**src/rtl/sg_stream_smoother_if.sv**
```systemverilog
// Stream and coefficient bus of sg_stream_smoother.
// The slave modport is the smoother's own view; master is the view of the source/sink/config side.
interface sg_stream_smoother_if #(
    parameter int DATA_W = 16,
    parameter int COEF_W = 16,
    parameter int WINDOW = 7,
    parameter int AW     = $clog2(WINDOW)
);
    logic                     s_valid;
    logic                     s_ready;
    logic signed [DATA_W-1:0] s_data;
    logic                     s_last;
    logic                     m_valid;
    logic                     m_ready;
    logic signed [DATA_W-1:0] m_data;
    logic                     m_last;
    logic                     coef_we;
    logic [AW-1:0]            coef_addr;
    logic signed [COEF_W-1:0] coef_wdata;

    modport slave (
        input  s_valid, s_data, s_last, m_ready, coef_we, coef_addr, coef_wdata,
        output s_ready, m_valid, m_data, m_last
    );

    modport master (
        output s_valid, s_data, s_last, m_ready, coef_we, coef_addr, coef_wdata,
        input  s_ready, m_valid, m_data, m_last
    );
endinterface

```
**src/rtl/sg_stream_smoother.sv**
```systemverilog
// Streaming Savitzky-Golay style FIR smoother, one MAC tap per cycle, edge samples replicated.
// Build option: define SG_SAT_EN to saturate the output instead of two's-complement wrap.
//
// state  | meaning
// IDLE   | waiting for the first sample of a frame
// PRIME  | filling the window's newer half (samples, then replicas after s_last)
// MAC    | accumulating WINDOW products
// OUT    | presenting the result until m_ready
// WAIT   | waiting for the next sample to slide the window
module sg_stream_smoother #(
    parameter int DATA_W     = 16,
    parameter int COEF_W     = 16,
    parameter int WINDOW     = 7,
    parameter int NORM_SHIFT = 12
) (
    input  logic                 clk,
    input  logic                 rst_n,
    sg_stream_smoother_if.slave  bus,
    output logic                 busy,
    output logic                 frame_done
);
    localparam int HALF   = (WINDOW - 1) / 2;
    localparam int AW     = $clog2(WINDOW);
    localparam int PROD_W = DATA_W + COEF_W;
    localparam int ACC_W  = DATA_W + COEF_W + $clog2(WINDOW);
    localparam int CNT_W  = 16;

    typedef enum logic [2:0] {ST_IDLE, ST_PRIME, ST_MAC, ST_OUT, ST_WAIT} state_t;

    state_t state, state_nxt;

    logic signed [DATA_W-1:0] win  [WINDOW];
    logic signed [COEF_W-1:0] coef [WINDOW];
    logic signed [ACC_W-1:0]  acc;
    logic [AW-1:0]            tap_cnt;
    logic [AW-1:0]            prime_cnt;
    logic [CNT_W-1:0]         in_cnt;
    logic [CNT_W-1:0]         out_cnt;
    logic                     last_seen;
    logic signed [DATA_W-1:0] m_data_r;
    logic                     m_last_r;

    logic                     s_ready_c;
    logic                     in_acc;
    logic                     out_acc;
    logic                     load_all;
    logic                     shift_en;
    logic signed [DATA_W-1:0] shift_din;
    logic                     coef_wr;

    logic signed [PROD_W-1:0] prod;
    logic signed [ACC_W-1:0]  sum_nxt;
    logic signed [ACC_W-1:0]  shifted;
    logic signed [DATA_W-1:0] result;

    assign bus.s_ready = s_ready_c;
    assign bus.m_valid = (state == ST_OUT);
    assign bus.m_data  = m_data_r;
    assign bus.m_last  = m_last_r && (state == ST_OUT);
    assign busy        = (state != ST_IDLE);

    always_comb begin
        state_nxt = state;
        s_ready_c = 1'b0;
        in_acc    = 1'b0;
        out_acc   = 1'b0;
        load_all  = 1'b0;
        shift_en  = 1'b0;
        shift_din = win[WINDOW-1];
        case (state)
            ST_IDLE: begin
                s_ready_c = 1'b1;
                if (bus.s_valid) begin
                    in_acc    = 1'b1;
                    load_all  = 1'b1;
                    state_nxt = ST_PRIME;
                end
            end
            ST_PRIME: begin
                if (last_seen) begin
                    shift_en = 1'b1;
                end else begin
                    s_ready_c = 1'b1;
                    if (bus.s_valid) begin
                        in_acc    = 1'b1;
                        shift_en  = 1'b1;
                        shift_din = bus.s_data;
                    end
                end
                if (shift_en && prime_cnt == AW'(1)) state_nxt = ST_MAC;
            end
            ST_MAC: begin
                if (tap_cnt == '0) state_nxt = ST_OUT;
            end
            ST_OUT: begin
                if (bus.m_ready) begin
                    out_acc = 1'b1;
                    if (m_last_r) begin
                        state_nxt = ST_IDLE;
                    end else if (last_seen) begin
                        // past the end of the frame: slide in a copy of the last sample
                        shift_en  = 1'b1;
                        state_nxt = ST_MAC;
                    end else begin
                        state_nxt = ST_WAIT;
                    end
                end
            end
            ST_WAIT: begin
                s_ready_c = 1'b1;
                if (bus.s_valid) begin
                    in_acc    = 1'b1;
                    shift_en  = 1'b1;
                    shift_din = bus.s_data;
                    state_nxt = ST_MAC;
                end
            end
            default: state_nxt = ST_IDLE;
        endcase
    end

    assign coef_wr = (state == ST_IDLE) && bus.coef_we && !in_acc
                     && (int'(bus.coef_addr) < WINDOW);

    assign prod    = PROD_W'(win[tap_cnt]) * PROD_W'(coef[tap_cnt]);
    assign sum_nxt = acc + {{(ACC_W-PROD_W){prod[PROD_W-1]}}, prod};
    assign shifted = sum_nxt >>> NORM_SHIFT;

`ifdef SG_SAT_EN
    logic signed [ACC_W-1:0] sat_max;
    logic signed [ACC_W-1:0] sat_min;
    assign sat_max = {{(ACC_W-DATA_W+1){1'b0}}, {(DATA_W-1){1'b1}}};
    assign sat_min = {{(ACC_W-DATA_W+1){1'b1}}, {(DATA_W-1){1'b0}}};
    always_comb begin
        result = shifted[DATA_W-1:0];
        if (shifted > sat_max)      result = sat_max[DATA_W-1:0];
        else if (shifted < sat_min) result = sat_min[DATA_W-1:0];
    end
`else
    assign result = shifted[DATA_W-1:0];
`endif

    always_ff @(posedge clk or negedge rst_n) begin
        if (!rst_n) begin
            state      <= ST_IDLE;
            acc        <= '0;
            tap_cnt    <= '0;
            prime_cnt  <= '0;
            in_cnt     <= '0;
            out_cnt    <= '0;
            last_seen  <= 1'b0;
            m_data_r   <= '0;
            m_last_r   <= 1'b0;
            frame_done <= 1'b0;
            for (int i = 0; i < WINDOW; i++) begin
                win[i]  <= '0;
                coef[i] <= (i == HALF) ? COEF_W'(1 << NORM_SHIFT) : '0;
            end
        end else begin
            state      <= state_nxt;
            frame_done <= out_acc && m_last_r;

            if (load_all) begin
                for (int i = 0; i < WINDOW; i++) win[i] <= bus.s_data;
            end else if (shift_en) begin
                for (int i = 0; i < WINDOW - 1; i++) win[i] <= win[i+1];
                win[WINDOW-1] <= shift_din;
            end

            if (coef_wr) coef[bus.coef_addr] <= bus.coef_wdata;

            if (load_all) begin
                in_cnt    <= CNT_W'(1);
                out_cnt   <= '0;
                last_seen <= bus.s_last;
                prime_cnt <= AW'(HALF);
            end else begin
                if (in_acc) begin
                    in_cnt <= in_cnt + CNT_W'(1);
                    if (bus.s_last) last_seen <= 1'b1;
                end
                if (out_acc) out_cnt <= out_cnt + CNT_W'(1);
                if (state == ST_PRIME && shift_en) prime_cnt <= prime_cnt - AW'(1);
            end

            if (state != ST_MAC && state_nxt == ST_MAC) begin
                tap_cnt <= AW'(WINDOW - 1);
            end else if (state == ST_MAC) begin
                tap_cnt <= tap_cnt - AW'(1);
            end

            if (state == ST_MAC) begin
                acc <= (tap_cnt == '0) ? '0 : sum_nxt;
                if (tap_cnt == '0) begin
                    m_data_r <= result;
                    // last_seen already includes an s_last accepted on the way into MAC
                    m_last_r <= last_seen && (out_cnt + CNT_W'(1) == in_cnt);
                end
            end
        end
    end
endmodule

```
**src/flat_wrapper.sv**
```systemverilog
// flat-port wrapper written by rule: the top's interface ports become plain ports
module sg_stream_smoother_flat 
#(
    parameter int DATA_W     = 16,
    parameter int COEF_W     = 16,
    parameter int WINDOW     = 7,
    parameter int NORM_SHIFT = 12
)
  (clk, rst_n, busy, frame_done, bus_s_valid, bus_s_data, bus_s_last, bus_m_ready, bus_coef_we, bus_coef_addr, bus_coef_wdata, bus_s_ready, bus_m_valid, bus_m_data, bus_m_last);
  sg_stream_smoother_if #(.DATA_W(DATA_W), .COEF_W(COEF_W), .WINDOW(WINDOW)) bus_i ();
  input  logic clk;
  input  logic rst_n;
  output logic busy;
  output logic frame_done;
  input wire logic [$bits(bus_i.s_valid)-1:0] bus_s_valid;
  input wire logic [$bits(bus_i.s_data)-1:0] bus_s_data;
  input wire logic [$bits(bus_i.s_last)-1:0] bus_s_last;
  input wire logic [$bits(bus_i.m_ready)-1:0] bus_m_ready;
  input wire logic [$bits(bus_i.coef_we)-1:0] bus_coef_we;
  input wire logic [$bits(bus_i.coef_addr)-1:0] bus_coef_addr;
  input wire logic [$bits(bus_i.coef_wdata)-1:0] bus_coef_wdata;
  output wire logic [$bits(bus_i.s_ready)-1:0] bus_s_ready;
  output wire logic [$bits(bus_i.m_valid)-1:0] bus_m_valid;
  output wire logic [$bits(bus_i.m_data)-1:0] bus_m_data;
  output wire logic [$bits(bus_i.m_last)-1:0] bus_m_last;
  assign bus_i.s_valid = bus_s_valid;
  assign bus_i.s_data = bus_s_data;
  assign bus_i.s_last = bus_s_last;
  assign bus_i.m_ready = bus_m_ready;
  assign bus_i.coef_we = bus_coef_we;
  assign bus_i.coef_addr = bus_coef_addr;
  assign bus_i.coef_wdata = bus_coef_wdata;
  assign bus_s_ready = bus_i.s_ready;
  assign bus_m_valid = bus_i.m_valid;
  assign bus_m_data = bus_i.m_data;
  assign bus_m_last = bus_i.m_last;
  sg_stream_smoother #(.DATA_W(DATA_W), .COEF_W(COEF_W), .WINDOW(WINDOW), .NORM_SHIFT(NORM_SHIFT)) u_core (.clk(clk), .rst_n(rst_n), .bus(bus_i), .busy(busy), .frame_done(frame_done));
endmodule
```
**config.mk**
```make
export PLATFORM = sky130hd
export DESIGN_NAME = sg_stream_smoother_flat
export DESIGN_NICKNAME = d
export VERILOG_FILES = /design/src/rtl/sg_stream_smoother_if.sv /design/src/rtl/sg_stream_smoother.sv /design/src/flat_wrapper.sv
export SDC_FILE = /design/constraint.sdc
export NUM_CORES = 1
export LEC_CHECK = 0
export BUFFER_PORTS_ARGS = -buffer_cell sky130_fd_sc_hd__buf_4
export CAP_MARGIN = 20
export CORE_MARGIN = 3
export CORE_UTILIZATION = 58
export CTS_CLUSTER_DIAMETER = 60
export DETAILED_ROUTE_END_ITERATION = 16
export PLACE_DENSITY_LB_ADDON = 0.05
export SYNTH_ARGS = -nofsm -noshare
export SYNTH_HDL_FRONTEND = slang
export SYNTH_SLANG_ARGS = --single-unit
```
**constraint.sdc**
```tcl
create_clock -name clk -period 9.4 [get_ports clk]
set_input_delay 1.41 -clock clk [delete_from_list [all_inputs] [get_ports clk]]
set_output_delay 1.41 -clock clk [all_outputs]
set_load 0.01 [all_outputs]
```
==> results of run 1 <==
-- state kept, by name (all words and copies together), names as in the netlist --
| register | cells |
|---|---|
| u_core.in_cnt | 16 |
| u_core.win | 112 |
| u_core.acc | 28 |
| u_core.m_last_r | 1 |
| u_core.frame_done | 1 |
| u_core.last_seen | 1 |
| u_core.prime_cnt | 3 |
| u_core.coef | 112 |
| u_core.out_cnt | 16 |
| u_core.state | 3 |
| u_core.tap_cnt | 3 |
| u_core.bus.m_data | 16 |
-- layer usage --
metal / up-vias / share of wire / track usage
met5: - / 0 / 0
met4: 0 / 0.030 / 0.0886
met3: 103 / 0.060 / 0.0540
met2: 532 / 0.48 / 0.470
met1: 9471 / 0.43 / 0.398
li1: 8536 / - / -
-- worst paths after layout --
check | to | slack (ns) | depth (start not counted)
min reg2reg | u_core.bus.m_data[6] | 0.48 | 2
max | u_core.acc[27] | 0.38 | 35
min | u_core.bus.m_data[6] | 0.48 | 2
max reg2reg | u_core.acc[27] | 0.38 | 35
min in group asynchronous | u_core.bus.m_data[7] | 0.88 | 1
max in group asynchronous | u_core.tap_cnt[0] | 6.34 | 3
-- per-stage QoR --
step / setup WS, ns / util
final: 0.376 / 0.654
after global routing: 0.0111 / 0.654
after CTS: 0.0418 / 0.649
after detailed placement: 0.0499 / 0.617
after global placement: 0.261 / 0.617
after floorplan: 0.368 / -
-- kinds of logic after synthesis --
logic type	Yosys count	share of synthesized area
mux	186	0.0956
buf+inv	414	0.0669
simple gates	819	0.140
fa+ha+maj	341	0.242
flops	312	0.315
compound gates	394	0.104
xor+xnor	99	0.0365
-- layout by cell type, fill, tap and decap left out, drive strengths merged, types with 16 or more instances in the layout --
master,count
mux2i,34
mux2,124
and3,19
nand2b,21
nand3,17
a31oi,104
clkbuf,60
nand2,435
xor2,37
xnor2,61
fa,230
buf,130
a22o,16
inv,303
nor2,251
a21oi,81
o21ai,68
mux4,28
a21o,50
ha,111
dfrtp,311
-- layout make-up --
cell class	count	area, um2
multi-input combinational	1839	15400
fill	3400	14600
sequential	312	7820
clock buffer	58	1170
timing repair buffer	132	1120
inverter	298	1120
tap	539	674
clock inverter	14	184
-- what timing repair did --
action,4_1_cts,5_1_grt
resized for setup,0,18
setup endpoints to repair,0,12
buffers inserted,0,7
-- worst min-delay path, cell delays in order (launching register included) --
cell,delay [ns]
dfrtp_1,0.34
nand2_1,0.05
nand2_1,0.05
==> flow_summary.ini, run 1 <==
[run_status]
status = complete, no violations

[routing]
vias = 18642
drtAntennaViolNets = 0
drc = 0
first_pass_iters = 6
wl_per_cell_um = 20.0
drtIter0Drc = 1285
finalWirelength_mm = 63.8
viasPerCell = 5.84

[floorplan]
fp.dieH_um = 213
num_rows = 75
fp.dieW_um = 213
coreArea_mm2 = 0.0420
ios = 62
start_util = 0.589
dieArea_mm2 = 0.0452

[timing]
slew_viol_final = 0
fin_skew_ns = 0.0227
hold_slack_ns = 0.478
slew_headroom = 0.256
fmax_mhz = 111
hold_viol = 0
tns_ns = 0
rsz0062_at_grt = no
tightest_slew_ns = 1.12
fin_crit_sh = 0.960
min_period_ns = 9.02
setup_viol = 0

[worst_setup_path]
crit_arrival_ns = 9.42
cp_data_required_time_ns = 9.79
start_kind = register
path_class = register to register
worst-path-buf-inv = 8
path_max_fanout = 14
crit_slowest_cell = dfrtp_4
cp_top_family = adder cells
rr_startpoint = u_core.tap_cnt[0]
cp_slowest_stage_delay_ns = 0.55
critPathLaunch = u_core.tap_cnt[0]
cp-end-kind = register
crit_top_cell = fa_1

[place]
dp_hpwl_mm = 46.4
dp_cells = 3111
place_congestion = 0.963
portBuffers = 61
place_area_mm2 = 0.0259

[layout]
instances_no_fill = 3192
nNetsFinal = 3004
area_growth_pct = 10.9
drive_above_1_share = 0.151
fin_area_mm2 = 0.0275
n_antenna_cell = 0

[min_path]
hold_path_class = register to register
min_from = u_core.bus.m_data[6]

[yosys]
netlist_area_mm2 = 0.0248
synth_flop_cell = dfrtp_1
synth_seq_cells = 312
synth.top_cells.by_area = dfrtp_1, fa_1, nand2_1
syn_nets = 2947
synth-edff-count = 0
synth_top_area_frac = 0.314
synthTopCellsByCount = nand2_1, dfrtp_1, inv_1
async_flop_share = 1.00
ys_types = 79
ys_seq_area_frac = 0.315
synthMostInstantiatedCell = nand2_1
synthCells = 2565
yosys_warnings = 0
avgSynthCellArea_um2 = 9.66
synth_top_area_cell = dfrtp_1

[grt]
grt_pass1_vias = 19049
antenna_found_initial = 0
grt.total_usage = 0.289
grt_start_max_net_pins = 166
grt_pass1_wl_mm = 103
overflow = 0

[flow_run]
drv_cap = 0

[clock_tree]
cts.sink_count = 312
holdBufCountCts = 0
htreeDepth = 2
cts_tree = built
clk_pin_slew_worst_paths_ns = 0.06
cts_made_buffers = 39
cts_buffer_depth = 3
clk_latency_ns = 0.56
root_buffer = clkbuf_16
Power of run 1 is left out: the tool's default activity adds up to more than one toggle a clock period on the data nets, which glitch-free logic cannot reach.
==> inputs of run 2 (changes only) <==
--- a/config.mk
+++ b/config.mk
@@ -5,6 +5,7 @@
 export SDC_FILE = /design/constraint.sdc
 export NUM_CORES = 1
 export LEC_CHECK = 0
+export ABC_AREA = 1
 export BUFFER_PORTS_ARGS = -buffer_cell sky130_fd_sc_hd__buf_4
 export CAP_MARGIN = 20
 export CORE_MARGIN = 3
==> run 2 against run 1 <==
  * Final cell count is 20% higher
  * Hold slack better by 0.0012 ns
  * Area after synthesis is 1.9% higher
  * Via count is 15% higher
  * Maximum frequency is 4.0% higher
  * Flip-flop and latch count stayed put
  * Global-route usage is 1.2 points higher
  * Sequential share of layout area is 0.21 points lower
  * Wire length is 7.3% higher
  * Setup slack better by 0.35 ns
  * Synthesized cell count is 25% higher
==> flow_summary.ini, run 2 <==
[run_status]
status = complete, no violations

[worst_setup_path]
path_class = register to register
worstRegToRegCells = 36
path_max_fanout = 33
cp_slowest_stage_delay_ns = 0.61
ff2ff_setup_slack_ns = 0.72
crit_slowest_cell = dfrtp_2
cp_data_required_time_ns = 9.83
crit_top_cell = inv_1
start_kind = register
cp-end-kind = register
crit_arrival_ns = 9.10

[yosys]
synth-xor-area-share = 0.0194
synthMostInstantiatedCell = nand2_1
synth_seq_cells = 312
syn_nets = 3586
ys_seq_area_frac = 0.309
ys_types = 57
synthCells = 3204
synthTopCellsByCount = nand2_1, inv_1, o21ai_0
synth-simple-area-share = 0.180
synth_top_area_cell = dfrtp_1
synth_compound_area_frac = 0.144
synth.top_cells.by_area = dfrtp_1, fa_1, nand2_1
synth_top_area_frac = 0.308
synth_top_family_by_area = adder cells
synthMuxAreaShare = 0.00223
synth-edff-count = 0
avgSynthCellArea_um2 = 7.88
netlist_area_mm2 = 0.0252
async_flop_share = 1.00
synth_flop_cell = dfrtp_1
synth_fa_ha_area_frac = 0.238
yosys_warnings = 0

[layout]
area_growth_pct = 9.61
layout.cells.most_common = nand2_1
nNetsFinal = 3619
largestRegisters = u_core.coef: 112 flops, u_core.win: 112 flops, u_core.acc: 28 flops
multi_input_area_mm2 = 0.0148
fin_area_mm2 = 0.0277
ff_latch_area_mm2 = 0.00781
drive_above_1_share = 0.0748
n_antenna_cell = 0
final_cell_mix = nand2_1, inv_1, o21ai_0
instances_no_fill = 3841
fillers = 3650

[floorplan]
num_rows = 75
dieArea_mm2 = 0.0460
fp.dieW_um = 215
ios = 62
fp.dieH_um = 215
coreArea_mm2 = 0.0424
start_util = 0.595

[grt]
overflow = 0
antenna_found_initial = 0
grt_pass1_vias = 21615
grt_pass1_wl_mm = 112
grt_start_max_net_pins = 174
grt.total_usage = 0.300

[timing]
slew_viol_final = 0
rsz0062_at_grt = no
hold_slack_ns = 0.479
min_period_ns = 8.68
slew_headroom = 0.340
tns_ns = 0
fin_skew_ns = 0.0273
fin_crit_sh = 0.923
fmax_mhz = 115
tightest_slew_ns = 0.989
hold_viol = 0
setup_viol = 0

[clock_tree]
cts_made_buffers = 38
cts_tree = built
cts.sink_count = 312
htreeDepth = 2
cts_buffer_depth = 3
clk_pin_slew_worst_paths_ns = 0.06
clk_latency_ns = 0.56
root_buffer = clkbuf_16

[routing]
vias = 21485
finalWirelength_mm = 68.4
drtIter0Drc = 1935
viasPerCell = 5.59
wl_per_cell_um = 17.8
drtAntennaViolNets = 0
first_pass_iters = 6
drc = 0

[place]
place_congestion = 0.986
portBuffers = 61
dp_cells = 3760
dp_hpwl_mm = 49.5
place_area_mm2 = 0.0262

[min_path]
hold_path_class = register to register
hold_depth = 2

[flow_run]
drv_cap = 0
==> run 2: cell types whose count changed after synthesis, sizes merged, moves of 20 or more <==
cell,delta
a21o,-49
a21oi,+39
a31oi,-57
inv,+280
mux2,-119
mux2i,-34
mux4,-28
nand2,+271
nand2b,-21
nand3,+81
o21ai,+359
o22ai,+20
xnor2,-48
==> run 2: per-stage QoR <==
stage,worst slack [ns],utilization
after global placement,0.628,0.618
after CTS,0.480,0.648
after global routing,0.0239,0.652
after floorplan,1.48,-
after detailed placement,0.527,0.618
final,0.724,0.652
==> run 2: layout make-up <==
type	count	area share
Timing Repair Buffer	112	0.0330
Inverter	580	0.0796
Sequential cell	312	0.282
Tap cell	577	0.0261
Clock inverter	12	0.00561
Clock buffer	55	0.0399
Multi-Input combinational cell	2193	0.533
==> run 2: cells by family (layout without fill, tap and decap cells) <==
group / count (synthesis) / after routing
AO/OA/AOI/OAI: 664 / 664
multiplexers: 5 / 5
buffers and inverters: 699 / 759
AND/OR/NAND/NOR: 1127 / 1127
adder cells (fa/ha/maj): 341 / 341
XOR/XNOR: 56 / 56
flip-flops: 312 / 312
==> run 2: worst paths after layout <==
kind | to | from
hold reg to reg | u_core.coef[37] | u_core.coef[37]
hold / removal | u_core.coef[37] | u_core.coef[37]
max in group asynchronous | u_core.tap_cnt[0] | rst_n
setup reg to reg | u_core.acc[27] | u_core.tap_cnt[2]
setup / recovery | u_core.acc[27] | u_core.tap_cnt[2]
min in group asynchronous | u_core.out_cnt[6] | rst_n
==> run 2: worst max-delay path, delay by kind of cell (launching register included) <==
family / cells / cell delay (ns)
buffers and inverters: 10 / 1.56
AO/OA/AOI/OAI: 7 / 1.09
adder cells (fa/ha/maj): 8 / 3.68
AND/OR/NAND/NOR: 10 / 1.42
flip-flops: 1 / 0.61
XOR/XNOR: 1 / 0.16
==> run 2: metal layers <==
metal	vias to the layer above	GRT usage	wire length (um)
met5	-	0	0
met4	0	0.102	2250
met3	131	0.0536	4810
met2	789	0.486	31600
met1	10402	0.412	29700
li1	10163	-	-
==> run 2: repair_timing <==
item,CTS,global route
endpoints found under the setup margin,0,4
hold endpoints to repair,0,0
hold buffers,0,0
setup buffers,0,13
resized for setup,0,18
Power of run 2 is left out for the same reason.
